$ cat src/rtl/wasm_pkg.sv
// Shared WebAssembly binary-format constants and encodings, used by both the
// module loader and the binary writer.
package wasm_pkg;

  typedef enum logic [1:0] {
    WOP_PREAMBLE = 2'd0,
    WOP_BYTE     = 2'd1,
    WOP_ULEB     = 2'd2,
    WOP_SLEB     = 2'd3
  } wasm_op_e;

  typedef enum logic [1:0] {
    ST_IDLE     = 2'd0,
    ST_PREAMBLE = 2'd1,
    ST_EMIT     = 2'd2
  } wr_state_e;

  localparam logic [31:0] WASM_MAGIC   = 32'h0061736D;
  localparam logic [31:0] WASM_VERSION = 32'h01000000;

  // Preamble byte order is magic then version, most significant byte first.
  function automatic logic [7:0] preamble_byte(input logic [2:0] idx);
    logic [7:0] b;
    case (idx)
      3'd0:    b = WASM_MAGIC[31:24];
      3'd1:    b = WASM_MAGIC[23:16];
      3'd2:    b = WASM_MAGIC[15:8];
      3'd3:    b = WASM_MAGIC[7:0];
      3'd4:    b = WASM_VERSION[31:24];
      3'd5:    b = WASM_VERSION[23:16];
      3'd6:    b = WASM_VERSION[15:8];
      default: b = WASM_VERSION[7:0];
    endcase
    return b;
  endfunction

endpackage

$ cat src/rtl/leb128_step.sv
// One LEB128 encoding step: low 7 bits of v become a byte, v shifts right by 7.
// Purely combinational so it can also serve as a reference encoder.
module leb128_step (
  input  logic [31:0] v,
  input  logic        is_signed,
  output logic [7:0]  byte_out,
  output logic [31:0] v_next,
  output logic        more
);

  logic [31:0] v_lsr;
  logic [31:0] v_asr;
  logic        more_u;
  logic        more_s;

  assign v_lsr = {7'b0, v[31:7]};
  assign v_asr = {{7{v[31]}}, v[31:7]};

  assign more_u = (v_lsr != 32'd0);
  // Signed stream ends once the remainder is pure sign and bit 6 already carries it.
  assign more_s = !(((v_asr == 32'd0) && !v[6]) || ((v_asr == 32'hFFFF_FFFF) && v[6]));

  assign v_next   = is_signed ? v_asr : v_lsr;
  assign more     = is_signed ? more_s : more_u;
  assign byte_out = {more, v[6:0]};

endmodule

$ cat src/rtl/wasm_binary_writer.sv
// Byte-serialising WebAssembly writer: preamble, raw bytes and LEB128 u32/s32,
// one addressed byte per output handshake.
module wasm_binary_writer
  import wasm_pkg::*;
#(
  parameter int                ADDR_W    = 12,
  parameter logic [ADDR_W-1:0] BASE_ADDR = '0
) (
  input  logic              clk,
  input  logic              rst_n,
  input  logic              cmd_valid,
  output logic              cmd_ready,
  input  logic [1:0]        cmd_op,
  input  logic [31:0]       cmd_data,
  input  logic              addr_clr,
  output logic              out_valid,
  input  logic              out_ready,
  output logic [7:0]        out_byte,
  output logic [ADDR_W-1:0] out_addr,
  output logic              out_last,
  output logic              busy
);

  wr_state_e         state_q, state_d;
  logic [2:0]        idx_q;
  logic [31:0]       v_q;
  logic              sign_q;
  logic [7:0]        byte_q;
  logic              last_q;
  logic [ADDR_W-1:0] addr_q;

  logic              cmd_acc;
  logic              out_acc;
  logic [31:0]       step_v;
  logic              step_signed;
  logic [7:0]        step_byte;
  logic [31:0]       step_next;
  logic              step_more;

  assign cmd_acc = cmd_valid && (state_q == ST_IDLE);
  assign out_acc = out_valid && out_ready;

  // In IDLE the encoder looks at the incoming operand so the first byte is ready next cycle.
  assign step_v      = (state_q == ST_IDLE) ? cmd_data : v_q;
  assign step_signed = (state_q == ST_IDLE) ? (cmd_op == WOP_SLEB) : sign_q;

  leb128_step u_step (
    .v         (step_v),
    .is_signed (step_signed),
    .byte_out  (step_byte),
    .v_next    (step_next),
    .more      (step_more)
  );

  always_ff @(posedge clk or negedge rst_n) begin
    if (!rst_n) state_q <= ST_IDLE;
    else        state_q <= state_d;
  end

  always_comb begin
    state_d = state_q;
    case (state_q)
      ST_IDLE: begin
        if (cmd_acc) state_d = (cmd_op == WOP_PREAMBLE) ? ST_PREAMBLE : ST_EMIT;
      end
      ST_PREAMBLE, ST_EMIT: begin
        if (out_acc && last_q) state_d = ST_IDLE;
      end
      default: state_d = ST_IDLE;
    endcase
  end

  always_comb begin
    cmd_ready = (state_q == ST_IDLE);
    out_valid = (state_q != ST_IDLE);
    busy      = (state_q != ST_IDLE);
  end

  always_ff @(posedge clk or negedge rst_n) begin
    if (!rst_n) begin
      idx_q  <= 3'd0;
      v_q    <= 32'd0;
      sign_q <= 1'b0;
      byte_q <= 8'd0;
      last_q <= 1'b0;
      addr_q <= BASE_ADDR;
    end else if (state_q == ST_IDLE) begin
      if (addr_clr) addr_q <= BASE_ADDR;
      if (cmd_acc) begin
        case (cmd_op)
          WOP_PREAMBLE: begin
            idx_q  <= 3'd0;
            byte_q <= preamble_byte(3'd0);
            last_q <= 1'b0;
          end
          WOP_BYTE: begin
            byte_q <= cmd_data[7:0];
            last_q <= 1'b1;
          end
          default: begin
            byte_q <= step_byte;
            last_q <= !step_more;
            v_q    <= step_next;
            sign_q <= (cmd_op == WOP_SLEB);
          end
        endcase
      end
    end else if (out_acc) begin
      addr_q <= addr_q + ADDR_W'(1);
      if (!last_q) begin
        if (state_q == ST_PREAMBLE) begin
          idx_q  <= idx_q + 3'd1;
          byte_q <= preamble_byte(idx_q + 3'd1);
          last_q <= (idx_q == 3'd6);
        end else begin
          byte_q <= step_byte;
          last_q <= !step_more;
          v_q    <= step_next;
        end
      end
    end
  end

  assign out_byte = byte_q;
  assign out_last = last_q;
  assign out_addr = addr_q;

endmodule

$ cat config.mk
export PLATFORM = sky130hd
export DESIGN_NAME = wasm_binary_writer
export DESIGN_NICKNAME = d
export VERILOG_FILES = /design/src/rtl/wasm_pkg.sv /design/src/rtl/leb128_step.sv /design/src/rtl/wasm_binary_writer.sv
export SDC_FILE = /design/constraint.sdc
export NUM_CORES = 1
export LEC_CHECK = 0
export ABC_CLOCK_PERIOD_IN_PS = 2600
export BUFFER_PORTS_ARGS = -buffer_cell sky130_fd_sc_hd__buf_2
export CORE_MARGIN = 2
export CORE_UTILIZATION = 55
export CTS_CLUSTER_SIZE = 30
export DETAILED_ROUTE_END_ITERATION = 8
export GPL_ROUTABILITY_DRIVEN = 1
export PLACE_DENSITY = 0.86
export SLEW_MARGIN = 20
export SYNTH_ARGS = -nofsm -noshare
export SYNTH_HDL_FRONTEND = slang
export SYNTH_SLANG_ARGS = --single-unit
$ cat constraint.sdc
create_clock -name clk -period 2.6 [get_ports clk]
set_input_delay 0.52 -clock clk [delete_from_list [all_inputs] [get_ports clk]]
set_output_delay 0.52 -clock clk [all_outputs]
set_load 0.005 [all_outputs]
Word-level counts from Yosys, hierarchy flattened
Cells that the tools add are included.
Word-level totals
  bits in registers: 59
  input bits: 39
  output and inout bits: 24
  logic and storage cells: 88
Cells by class
  add/sub/neg operators: 2
  equal/unequal tests: 17
  mux-type cells: 36
  bitwise gates (word level): 1
  reductions and logical operators: 25
Operators by type and width (count)
  $mux 32: 8
  $mux 8: 5
  $mux 12: 3
  $eq 32x32->1 const B: 1
  $logic_not 32->1: 1
  $reduce_bool 32->1: 1
  $pmux 7 s4: 1
  $mux 3: 6
  $pmux 8 s2: 1
  $add 12x1->12 const B: 1
  $reduce_and 5->1: 2
  $ne 2x2->1 const B: 4
  $mux 1: 7
  $eq 3x2->1 const B: 2
  $eq 3x3->1 const B: 2
  $mux 2: 3
  $ne 2x1->1 const B: 3
  $reduce_and 2->1: 3
  $reduce_and 3->1: 2
  $reduce_bool 2->1: 3
  $logic_and 1x1->1: 5
  $eq 2x1->1 const B: 2
  $eq 2x2->1 const B: 2
  $logic_not 2->1: 2
  other kinds (8): 11

Depth between registers and ports, before layout
  depth after elaboration: 12
  depth in mapped cells: 11
  gate-level depth less buffers: 9

Hierarchy
Synthesis repeated with hierarchy kept, for this count alone.
Second synthesis, totals
  cells, all modules: 345
  area, all modules: 3836.2 um^2
By module, submodules not included
  wasm_binary_writer: times used 1, cells an instance 286, area each 3405.8 um^2, seq. area each 1476.4 um^2
  leb128_step: times used 1, cells an instance 59, area each 430.4 um^2, seq. area each 0.0 um^2

Least setup slack after synthesis
No wires, ideal clock.
  path kind: register to register
  start: reg state_q[0]
  end: reg byte_q[7] (netlist: out_byte[7])
  arrival time: 1999 ps
  setup slack: 472 ps
  stages on the path, launching flop included: 11
  clock period less this slack: 2128 ps
  cells stage by stage: dfrtp_1 > inv_1 > ha_1 > buf_6 > nand2_2 > a22oi_2 > o211ai_1 > or4b_4 > nand3_1 > o2111a_1 > a211oi_1
On the way
  cells in the longest elaborated chain, start to end: 11
  elaborated cells between the ends (all ways): 26
  those cells by class: eq/ne (4); mux (9); reduce/logical (13)
RTL lines
  start, declared: RTL line wasm_binary_writer.sv:24  | wr_state_e state_q, state_d;
  start signal, assigned: RTL line wasm_binary_writer.sv:57  | else state_q <= state_d;
  $logic_not 2->1 *
  named net cmd_ready: RTL line wasm_binary_writer.sv:12  | output logic cmd_ready,
  $mux 32: RTL line wasm_binary_writer.sv:44  | assign step_v = (state_q == ST_IDLE) ? cmd_data : v_q;
  $eq 32x32->1 (tied with other cells): RTL line leb128_step.sv:21  | assign more_s = !(((v_asr == 32'd0) && !v[6]) || ((v_asr == 32'hFFFF_FFFF) && v[6]));
  $logic_and 1x1->1: RTL line leb128_step.sv:21
  $logic_or 1x1->1: RTL line leb128_step.sv:21
  $logic_not 1->1: RTL line leb128_step.sv:21
  $mux 1: RTL line leb128_step.sv:24  | assign more = is_signed ? more_s : more_u;
  $mux 8: RTL line wasm_binary_writer.sv:111  | if (state_q == ST_PREAMBLE) begin
  $mux 8: RTL line wasm_binary_writer.sv:110  | if (!last_q) begin
  $mux 8: RTL line wasm_binary_writer.sv:108  | end else if (out_acc) begin
  $mux 8: RTL line wasm_binary_writer.sv:87  | end else if (state_q == ST_IDLE) begin
  end signal, assigned: RTL line wasm_binary_writer.sv:93  | byte_q <= preamble_byte(3'd0);
  end signal, assigned: RTL line wasm_binary_writer.sv:113  | byte_q <= preamble_byte(idx_q + 3'd1);
  end signal, assigned: RTL line wasm_binary_writer.sv:116  | byte_q <= step_byte;
  end, declared: RTL line wasm_binary_writer.sv:28  | logic [7:0] byte_q;
The timed path passes the listed nets; every way through them passes the cells marked *. The select of a mux whose other input is x is not followed.
A chain may end at the register's enable or synchronous reset.

Worst setup path after layout
  start: reg state_q[0]
  end: reg last_q (netlist: out_last)
On the way
  cells in the longest elaborated chain, start to end: 12
  elaborated cells between the ends (all ways): 26
  those cells by class: eq/ne (3); mux (9); reduce/logical (14)
RTL lines
  $logic_not 2->1
  $mux 32: RTL line wasm_binary_writer.sv:44
  $eq 32x32->1 (tied with other cells): RTL line leb128_step.sv:21
  $logic_and 1x1->1: RTL line leb128_step.sv:21
  $logic_or 1x1->1: RTL line leb128_step.sv:21
  $logic_not 1->1: RTL line leb128_step.sv:21
  $mux 1: RTL line leb128_step.sv:24
  $logic_not 1->1: RTL line wasm_binary_writer.sv:102, wasm_binary_writer.sv:117
  $mux 1: RTL line wasm_binary_writer.sv:111
  $mux 1: RTL line wasm_binary_writer.sv:110
  $mux 1: RTL line wasm_binary_writer.sv:108
  $mux 1: RTL line wasm_binary_writer.sv:87
  end signal, assigned: RTL line wasm_binary_writer.sv:102  | last_q <= !step_more;
  end signal, assigned: RTL line wasm_binary_writer.sv:114  | last_q <= (idx_q == 3'd6);
  end signal, assigned: RTL line wasm_binary_writer.sv:117  | last_q <= !step_more;
  end, declared: RTL line wasm_binary_writer.sv:29  | logic last_q;
Several ways; a longest one is shown, not always the timed one. The select of a mux whose other input is x is not followed.

==> impl_results.md <==
- Area of the multi-input gates: between 0.0015 and 0.002 mm^2
- FF-to-FF End: out_last
- Reg-to-Reg Start: state_q[0]
- Largest net degree at the start of global routing: 54
- Non-Filler Instances: 490
- HP Class: input pin to async pin
- Relative slew margins: 56.6%
- Final #Nets: 466
- Initial antenna violation count: 0
- Number of DRC markers in iteration 0: around 170
- Num CTS Buffers: 5
- Lkg Pwr: roughly 1.7 nW
- Worst IR Drop VDD: 0.635 mV
- Final setup vio count: 0
- TritonRoute pass-1 iters: 4
- Synth area leader: dfrtp_1
- Final Slew Violations: 0
- Setup TNS: 0 ns
- Max Used Layer: met4
- Final number of hold-violating endpoints: 0
- H-tree depth: 2
- Clock Pin Slew Worst Setup and Hold Paths: around 0.10 ns
- Root Driver: clkbuf_8
- DRT antenna net count: 0
- DRC errors left: 0
- Slew @ Worst Pin: roughly 0.65 ns
- Distinct cells, synth: slightly below 50
- Clock sinks: between 50 and 60
- Buf/Inv on CP: 2
- Min Tclk post-route: 2.44 ns
- Post-CTS setup buffer count: 0
- Post-CTS Resized: 0
- WL met2: 3820 um
- Ant diodes: 0
- Clock Skews: 0.0125 ns
- Top cells by area, synth: dfrtp_1 (43%), a21oi_1 (7.8%), mux2i_1 (6.8%)
- Die footprint: 0.00621 mm^2
- Via density: 5.83
- Worst-Skew Late Latency: around 0.32 ns
- All-Layer GR Usage: 25.4%
- Critical path startpoint category: flop
- Max Cap Viol: 0
- Syn_area_per_cell: between 8 and 9 um^2
- Metal3 WL: ~380 um
- CP Capture Type: flop
- F_max: 410 MHz
- PwrDens: between 1000 and 1500 mW/mm^2
- Boundary pin count: 63
- R2R Setup Slk: approximately 0.16 ns
- Cells along the critical path: inv_1 -> ha_1 -> buf_4 -> nor2b_1 -> nor2_1 -> or4b_4 -> a21oi_2 -> o21ai_1 -> a22oi_2
- # hold bufs at CTS: 0
- Fin crit share: 93.8%
- Clock Tree Buf Depth: 2
- CTS tree: done
- Most common cell after layout, fill and taps aside: buf_2
- Run status: completed
- Setup CP Type: flop to flop
- Synth top area share: a little over two fifths
- Sequential share of the synthesized area: ~43%
- CP max-delay cell: or4b_4
- Drt total wl: between 7000 and 8000 um
- Vert. Die Dim: 78.8 um
- Syn Inst Count: roughly 350
- Core Footprint: roughly 0.0054 mm^2
- Routed WL per cell: 15.4 um
- # fillers: 447
- FP Rows: 27
- Via count: ~2900
- Final HPWL DP: around 5600 um
- WP data required: 2.83 ns
- Global-route wire length before repair: between 10000 and 15000 um
- Crit path max fanout: 12
- Worst reg2reg path depth: 9
- IO Port Bufs: slightly above 60
- RSZ-0062 raised after global routing: no
- Slowest stage delay, CP: between 0.5 and 0.6 ns
- Post-Place Cell Area: about 0.0035 mm^2
- Total power: ~4 mW
- Layout cells sized above 1: about 22%
- Area growth, synth to finish: 17.1%
- Final GP Congestion: about 0.9
- Starting Density: a little under three fifths
- Sequential cell area: between 0.001 and 0.0015 mm^2
- Arr. time, crit path: roughly 2.7 ns
- CP top delay family: simple AND/OR/NAND/NOR gates
- Residual overflow from global routing: 0
- FF+latch count, synth: 53
- Number of global-route vias before repair: ~2700
- Fin area: between 0.003 and 0.004 mm^2
- Placed Cells incl. Taps: 482
- Commonest non-fill, non-tap cells in the layout: buf_2 (62), nor2_1 (55), dfrtp_1 (53)
- Synthesized netlist net count: approximately 400
- Cell Area, Synth: around 0.003 mm^2
- Die X: 78.8 um
- Yosys warns: 0
- Met1 wire length: 3210 um
-- worst max-delay path by stage --
stage / slack [ns] / end / cells after the start / startpoint
2_1_floorplan: 0.47 / out_byte[7] / 10 / state_q[0]
3_3_place_gp: 0.34 / out_byte[7] / 8 / state_q[0]
3_5_place_dp: 0.18 / out_last / 9 / state_q[0]
4_1_cts: 0.15 / out_last / 9 / state_q[0]
5_1_grt: 0.01 / out_last / 10 / state_q[1]
6_report: 0.16 / out_last / 9 / state_q[0]
-- power breakdown --
group	switching (mW)	internal (mW)	total, mW
clock	0.277	0.289	0.566
combinational	1.12	0.833	1.96
sequential	0.331	1.16	1.49
total	1.73	2.28	4.01
-- per-layer routing --
metal / global-route usage (%) / vias up
met3: 4.66 / 15
met4: 8.62 / 0
met1: 31.2 / 1355
met5: 0 / -
li1: - / 1397
met2: 45.1 / 88
-- cell type report --
type	instances	share of cell area, %
multi-input cells	276	46.0
flip-flops and latches	53	36.8
repair buffers	72	10.7
well taps	72	2.50
clock buffers	5	1.91
clock inverters	3	1.21
inverters	9	0.937
-- cells in the mapped netlist, drive strengths merged --
cell and n:
o22a 1, mux2i 21, o21ai 14, o31a 1, a2111oi 1, nor3 10
or2 1, a211oi 1, clkbuf 7, xor2 5, a41o 1, inv 8
nand3 10, ha 10, and2 2, nor2b 1, a21boi 2, o211ai 2
o2111a 1, a22oi 3, a22o 1, a21oi 49, a31oi 10, clkinv 1
xnor2 3, dfrtp 53, buf 9, mux2 2, and3 2, nor4 8
nor2 55, a21o 2, nand2 33, o22ai 3, or4b 1, nand4 13
nand2b 3, or3 3, o2bb2ai 1
-- registers in the layout, summed over array words and instances (netlist names) --
name	count
v_q	26
out_addr	12
out_byte	8
idx_q	3
state_q	2
out_last	1
sign_q	1
-- per-stage QoR --
stage	worst slack, ns	hold WS (ns)	util [%]
2_1_floorplan	0.472	0.224	-
3_3_place_gp	0.336	0.475	64.0
3_5_place_dp	0.183	0.475	64.0
4_1_cts	0.149	0.336	66.1
5_1_grt	0.0130	0.356	66.3
6_report	0.160	0.293	66.3
-- cell families (layout without fill, tap and decap cells) --
kind of cell | count (synthesis) | in the layout | synth area share (%)
compound gates | 93 | 93 | 17.9
flops | 53 | 53 | 43.1
xor+xnor | 8 | 8 | 2.28
buf+inv | 25 | 89 | 3.74
fa+ha+maj | 10 | 10 | 4.07
simple gates | 142 | 142 | 21.4
mux | 23 | 23 | 7.56
(Power assumes the default switching activity.)
